File: src/rtl/uart_receiver.sv
// uart_receiver: asynchronous serial receiver with configurable baud, width,
// parity and bit order. Samples each bit at its midpoint, reports one
// character per frame with parity/framing status.
//
// Ports:
//   clk           system clock, rising edge
//   rst           synchronous active-low reset
//   rx            serial input, asynchronous, idle high
//   uart_config   baud_rate / data_bits / parity / stop_bits / lsb_first
//   rx_data       last received character (upper unused bits zero)
//   rx_valid      one-cycle pulse when rx_data and error flags update
//   parity_error  last frame had a parity mismatch
//   framing_error last frame's stop bit sampled low
//   busy          receiver is not idle

package uart_pkg;

    localparam logic [2:0] BAUD_9600   = 3'd0;
    localparam logic [2:0] BAUD_19200  = 3'd1;
    localparam logic [2:0] BAUD_38400  = 3'd2;
    localparam logic [2:0] BAUD_57600  = 3'd3;
    localparam logic [2:0] BAUD_115200 = 3'd4;

    localparam logic [1:0] PARITY_NONE = 2'd0;
    localparam logic [1:0] PARITY_EVEN = 2'd1;
    localparam logic [1:0] PARITY_ODD  = 2'd2;

    typedef struct packed {
        logic [2:0] baud_rate;
        logic [1:0] data_bits;   // character width minus 5
        logic [1:0] parity;
        logic       stop_bits;
        logic       lsb_first;
    } uart_config_t;

endpackage

module uart_receiver
    import uart_pkg::*;
#(
    parameter int unsigned CLK_FREQ = 1843200
) (
    input  logic         clk,
    input  logic         rst,
    input  logic         rx,
    input  uart_config_t uart_config,
    output logic [7:0]   rx_data,
    output logic         rx_valid,
    output logic         parity_error,
    output logic         framing_error,
    output logic         busy
);

    localparam int unsigned CNT_W = $clog2(CLK_FREQ / 9600 + 1);

    typedef enum logic [2:0] {IDLE, START, DATA, PARITY, STOP} state_t;

    state_t             state, state_n;
    logic [CNT_W-1:0]   cnt, cnt_n;
    logic [2:0]         idx, idx_n;
    logic [7:0]         shreg, shreg_n;
    logic               par_pend, par_pend_n;
    logic [7:0]         rx_data_n;
    logic               rx_valid_n, parity_error_n, framing_error_n;
    logic               rx_q1, rx_s;

    logic [CNT_W-1:0]   cpb, half_m1;
    logic [2:0]         dbits_m1, pos;
    logic               bit_done, exp_par;

    // Baud period in clocks; unknown encodings fall back to 9600
    always_comb begin
        case (uart_config.baud_rate)
            BAUD_19200:  cpb = CNT_W'(CLK_FREQ / 19200);
            BAUD_38400:  cpb = CNT_W'(CLK_FREQ / 38400);
            BAUD_57600:  cpb = CNT_W'(CLK_FREQ / 57600);
            BAUD_115200: cpb = CNT_W'(CLK_FREQ / 115200);
            default:     cpb = CNT_W'(CLK_FREQ / 9600);
        endcase
    end

    assign half_m1  = (cpb >> 1) - CNT_W'(1);
    // >= rather than == so a mid-frame config change can never stall the counter
    assign bit_done = (cnt >= cpb - CNT_W'(1));
    assign dbits_m1 = {1'b0, uart_config.data_bits} + 3'd4;
    assign pos      = uart_config.lsb_first ? idx : (dbits_m1 - idx);
    assign exp_par  = (^shreg) ^ (uart_config.parity == PARITY_ODD);

    // Two-flop synchronizer, reset to the idle level
    always_ff @(posedge clk) begin
        if (!rst) begin
            rx_q1 <= 1'b1;
            rx_s  <= 1'b1;
        end else begin
            rx_q1 <= rx;
            rx_s  <= rx_q1;
        end
    end

    // State and output registers
    always_ff @(posedge clk) begin
        if (!rst) begin
            state         <= IDLE;
            cnt           <= '0;
            idx           <= '0;
            shreg         <= '0;
            par_pend      <= 1'b0;
            rx_data       <= 8'h00;
            rx_valid      <= 1'b0;
            parity_error  <= 1'b0;
            framing_error <= 1'b0;
            busy          <= 1'b0;
        end else begin
            state         <= state_n;
            cnt           <= cnt_n;
            idx           <= idx_n;
            shreg         <= shreg_n;
            par_pend      <= par_pend_n;
            rx_data       <= rx_data_n;
            rx_valid      <= rx_valid_n;
            parity_error  <= parity_error_n;
            framing_error <= framing_error_n;
            busy          <= (state_n != IDLE);
        end
    end

    // Next-state and output logic
    always_comb begin
        state_n         = state;
        cnt_n           = cnt + CNT_W'(1);
        idx_n           = idx;
        shreg_n         = shreg;
        par_pend_n      = par_pend;
        rx_data_n       = rx_data;
        rx_valid_n      = 1'b0;
        parity_error_n  = parity_error;
        framing_error_n = framing_error;

        case (state)
            IDLE: begin
                cnt_n = '0;
                if (!rx_s) state_n = START;
            end
            START: begin
                // Mid-start-bit check rejects glitches shorter than half a bit
                if (cnt >= half_m1) begin
                    cnt_n      = '0;
                    idx_n      = '0;
                    shreg_n    = '0;
                    par_pend_n = 1'b0;
                    state_n    = rx_s ? IDLE : DATA;
                end
            end
            DATA: begin
                if (bit_done) begin
                    cnt_n        = '0;
                    shreg_n[pos] = rx_s;
                    idx_n        = idx + 3'd1;
                    if (idx >= dbits_m1)
                        state_n = (uart_config.parity != PARITY_NONE) ? PARITY : STOP;
                end
            end
            PARITY: begin
                if (bit_done) begin
                    cnt_n      = '0;
                    par_pend_n = (rx_s != exp_par);
                    state_n    = STOP;
                end
            end
            STOP: begin
                // Only the first stop bit is examined
                if (bit_done) begin
                    cnt_n           = '0;
                    rx_valid_n      = 1'b1;
                    rx_data_n       = shreg;
                    parity_error_n  = par_pend && (uart_config.parity != PARITY_NONE);
                    framing_error_n = !rx_s;
                    state_n         = IDLE;
                end
            end
            default: state_n = IDLE;
        endcase
    end

endmodule

File: config.mk
export PLATFORM = sky130hd
export DESIGN_NAME = uart_receiver
export DESIGN_NICKNAME = d
export VERILOG_FILES = /design/src/rtl/uart_receiver.sv
export SDC_FILE = /design/constraint.sdc
export NUM_CORES = 1
export LEC_CHECK = 0
export ABC_AREA = 1
export ABC_CLOCK_PERIOD_IN_PS = 3700
export BUFFER_PORTS_ARGS = -buffer_cell sky130_fd_sc_hd__buf_2
export CORE_ASPECT_RATIO = 1.1
export CORE_MARGIN = 1.5
export CORE_UTILIZATION = 66
export CTS_BUF_LIST = sky130_fd_sc_hd__clkbuf_4
export DETAILED_ROUTE_END_ITERATION = 10
export HOLD_SLACK_MARGIN = 0.06
export PLACE_DENSITY = 0.95
export SYNTH_ARGS = -nofsm -noshare
export SYNTH_HDL_FRONTEND = slang
export SYNTH_SLANG_ARGS = --single-unit
File: constraint.sdc
create_clock -name clk -period 3.7 [get_ports clk]
set_input_delay 0.74 -clock clk [delete_from_list [all_inputs] [get_ports clk]]
set_output_delay 0.74 -clock clk [all_outputs]
set_load 0.01 [all_outputs]
---- After elaboration in Yosys (flattened, before gate mapping) ----
Cells that the tools add are included.
Widths: inputs -> output; s select.
word-level totals
  bits in registers ....................... 37
  output and inout port bits .............. 12
  logic and storage cells ................. 78
  input bits .............................. 12
operators by class
  $lt $le $gt $ge ......................... 5
  add/sub/neg operators ................... 6
  bitwise logic cells ..................... 1
  mux-type cells .......................... 27
  eq/ne operators ......................... 13
  reduce and logical (&&, ||, !) cells .... 14
operators by type and width
  operator             number
  $mux 8               4
  $pmux 8 s4           1
  $mux 3               10
  $pmux 8 s3           1
  $ge 8x8->1           2
  $pmux 8 s2           1
  $pmux 3 s5           1
  $eq 3x2->1 const B   4
  $add 8x1->8 const B  1
  $bwmux 8             1
  $reduce_xor 8->1     1
  $sub 7x1->8 const B  1
  $sub 8x1->8 const B  1
  $eq 3x1->1 const B   2
  $eq 3x3->1 const B   2
  $ne 2x2->1 const B   3
  $pmux 3 s2           1
  $reduce_and 3->1     2
  $reduce_bool 2->1    3
  $lt 3x4->1 const B   1
  $mux 1               4
  $reduce_and 2->1     2
  $add 2x3->3 const B  1
  $add 3x1->3 const B  1
  other kinds (14)     15

---- Depth between registers and ports, before layout ----
  depth in word-level cells ............... 10
  mapped depth ............................ 18
  depth with buffers taken out ............ 18

---- Least setup slack after synthesis ----
Ideal clock, no wire load.
  path kind ............................... input to register
  from .................................... in uart_config[6] (netlist bit)
  to ...................................... reg shreg[7]
  setup slack ............................. 1.112 ns
  arrival ................................. 2.474 ns
  stages .................................. 15
  required time ........................... 3.585 ns
  library setup time ...................... 0.115 ns
  cell sequence ........................... inv_1 -> nand2_1 -> nor2_1 -> inv_1 -> ha_1 -> ha_1 -> inv_1 -> ha_1 -> a21oi_1 -> nand3_2 -> nand2_4 -> nand2_4 -> buf_12 -> a21oi_1 -> nor2_1
on the way
  longest elaborated chain between the ends .. 6
RTL lines
  item                                               line     text
  start: declaration                                 46       input uart_config_t uart_config,
  $eq 3x3->1, or another cell as far along           73       case (uart_config.baud_rate)
  $pmux 8 s4 *                                       73
  $sub 8x1->8 / $sub 7x1->8 (equally long branches)  84, 82
  $ge 8x8->1 (on tied branches)                      84, 146
  $ne 2x2->1 (no line)                               -
  $reduce_and 3->1 (no line) *                       -
  end signal: assignment                             117      shreg <= shreg_n;
  end: declaration                                   61       logic [7:0] shreg, shreg_n;
Mark *: on every way between the ends. The rest lies on a longest branch, timed or not.
A chain may end at the register's enable or synchronous reset.

---- Worst setup path after layout ----
  from .................................... in uart_config[6] (netlist bit)
  to ...................................... reg idx[2]
on the way
  longest elaborated chain between the ends .. 6
RTL lines
  item                                               line     text
  $eq 3x3->1, or another cell as far along           73
  $pmux 8 s4 *                                       73
  $sub 8x1->8 / $sub 7x1->8 (equally long branches)  84, 82
  $ge 8x8->1 (on tied branches)                      84, 146
  $ne 2x2->1 (no line)                               -
  $reduce_and 3->1 (no line) *                       -
  end signal: assignment                             116      idx <= idx_n;
  end: declaration                                   60       logic [2:0] idx, idx_n;
Marked as above.

==> impl_results.md <==
- Sw frac: 0.2510
- HPWL after detailed placement: 3741 µm
- Post-synthesis cell type count: 34
- Initial antenna violation count: 0
- Pint: 561.6 µW
- CP max stage delay: 0.29 ns
- Seq/Total Area, Yosys: 0.3139
- Worst slew margin: 0.5666
- Die Area: 0.003943 mm²
- Leakage: 0.001321 µW
- Gate count of the mapped netlist: 333
- Initial Util: 0.6970
- Clock transition at path regs: 0.11 ns
- Highest clock rate: 0.3771 GHz
- Avg Vias per Cell: 5.384
- Pwr Density: 291.6 mW/mm²
- Startpoint types: primary input
- Post-synth top flop: dfxtp_1
- Hold path startpoint: rx_q1
- Syn-to-layout area delta: 8.961%
- Area after DPL: 0.002499 mm²
- CTS Buf Count: 5
- Fillers: 260
- Worst path bufs/invs: 5
- Row Count: 22
- Syn nets: 360
- Post-Syn Area: 0.002360 mm²
- Setup bufs post-CTS: 0
- Clock Root Buffer: clkbuf_4
- Share of cells above drive strength 1: 0.2039
- Hold Crit Depth: 1
- Number of H-tree levels: 2
- Min-delay worst type: register to register
- Worst-Margin Slew: 0.6462 ns
- CP Data Arrival Time: 2.90 ns
- Status: finished clean
- NetSw: 188.2 µW
- Clock share of power: 0.368
- Post-Route WL: 5009 µm
- Crit-path slowest cell: ha_1
- Crit-path max FO: 12
- CP required: 3.95 ns
- Setup crit start: uart_config[6]
- Chip width: 60.01 µm
- Most frequent cells in the layout: nand2_1 (75), nor2_1 (43), inv_1 (39)
- Final nets: 385
- # IOs: 24
- Final-report max-slew violation count: 0
- Largest net degree at the start of global routing: 19
- Final-report hold violation count: 0
- Clock Tree Buf Depth: 2
- Syn_area_per_cell: 7.086 µm²
- CP endpoint kind: register
- Total GRT Usage: 0.2870
- CTS tree: done
- Die Height: 65.71 µm
- First-pass GRT wire length: 8645 µm
- Cts hold-fix bufs: 0
- Clock Sink Count: 37
- Most used cell, CP: nand2_1
- Critical path type: primary input to register
- N_diodes: 0
- Detailed-route DRC error count: 0
- Final min period: 2.652 ns
- Critical R2R Launch: idx[0]
- Final Skew: 0.01514 ns
- RSZ-0062 raised after global routing: no
- Commonest non-fill, non-tap cell in the layout: nand2_1
- Final instance area: 0.002571 mm²
- Initial DRC Count: 116
- Port Buf Inserts: 22
- Gr ovfl total: 0
- Final setup TNS: 0 ns
- R2R depth: 10
- Pre-Repair DR Iteration Count: 4
- Core Util, Final: 0.7594
- Worst-path cell chain: buf_2, inv_1, nand2_1, nor2_1, inv_1, ha_1, inv_1, ha_1, nor2_1, nand2_1, nand2_1, inv_2, nand2_4, nand2_4, nand2_4, nand2_1, o21ai_0, nor2_1
- Via count: 2,186
- Synthesis-stage register bit count: 37
- Routed length per instance: 12.34 µm
- Remaining antenna violation count after routing: 0
- Maxcap violations: 0
- Worst hold slack: 0.4359 ns
- Asr flop ratio synth: 0
- Latest clock arrival within the worst-skew pair: 0.36 ns
- Worst vdd ir: 219.5 µV
- YS warnings: 0
- Period utilisation layout: 0.7168
- Final setup vio count: 0
- Core box area: 0.003386 mm²
- Combinational power share: 0.094
- Crit path max-delay family: simple AND/OR/NAND/NOR gates
- Reg power frac: 0.538
- Stages on the worst setup path: 18
- Vias in the first global route: 2,154
- Final WS setup: 1.048 ns
- Post-CTS sizing: 0
- Final RePlAce weighted congestion: 0.9385
- Setup WS pre-CTS: 0.6921 ns
- Post-synth EDFFs: 0
## worst paths after layout
| kind | end | slack, ns |
|---|---|---|
| worst max-delay path | idx[2] | 1.05 |
| worst min-delay path | rx_s | 0.44 |
| worst max register to register | shreg[2] | 1.39 |
| worst min register to register | rx_s | 0.44 |
## cell type report
type	instances	area (µm²)	area share
Sequential cell	37	740.7	0.2881
Inverter	49	183.9	0.07153
Clock buffer	5	37.54	0.01460
Clock inverter	2	35.03	0.01363
Multi-Input combinational cell	242	1396	0.5431
Tap cell	48	60.06	0.02336
Timing Repair Buffer	23	117.6	0.04574
## through the flow
stage                     instances  total power [µW]
final                           406             749.7
after global routing            406             780.1
after CTS                       406             750.7
after detailed placement        399             481.7
after global placement          399             477.4
after floorplan                 333             462.5
## state kept, by name (all words and copies together) (netlist names), 3 cells and up
name	cells
rx_data	8
shreg	8
state	3
cnt	8
idx	3
## power groups by stage
stage	Combinational (µW)	Sequential [µW]	Clock, µW
3_5_place_dp	69.2	412	0
2_1_floorplan	50.3	412	0
4_1_cts	69.9	403	277
3_3_place_gp	65.0	412	0
5_1_grt	80.4	404	296
6_report	70.5	403	276
## cell usage after synthesis (3+ instances only)
library cell	instances	share of area
nand3_1	30	0.064
xor2_1	3	0.011
o21ai_0	9	0.019
inv_2	9	0.014
nand4_1	4	0.011
dfxtp_1	37	0.31
nor2_2	3	0.0080
a21oi_1	12	0.025
nand2_1	75	0.12
nand2_4	4	0.019
nor2_1	43	0.068
xnor2_1	5	0.019
a21oi_2	8	0.030
ha_1	14	0.074
nand3_2	8	0.034
o21ai_1	8	0.017
inv_1	39	0.062
## kinds of logic after synthesis
kind of cell / count (synthesis) / synth area share
simple gates: 178 / 0.3727
buf+inv: 54 / 0.09438
compound gates: 41 / 0.1066
flops: 37 / 0.3139
fa+ha+maj: 15 / 0.08272
xor+xnor: 8 / 0.02969
## per-layer routing
metal  up-vias  part of all wire  wire (µm)  GRT usage
li1       1114                 -          -          -
met1       998              0.42       2113     0.3146
met2        62              0.50       2519     0.4905
met3        12             0.048        238    0.06299
met4         0             0.027        137     0.1750
met5         -                 0          0          0
No activity file was read; power rests on OpenSTA's default activity.
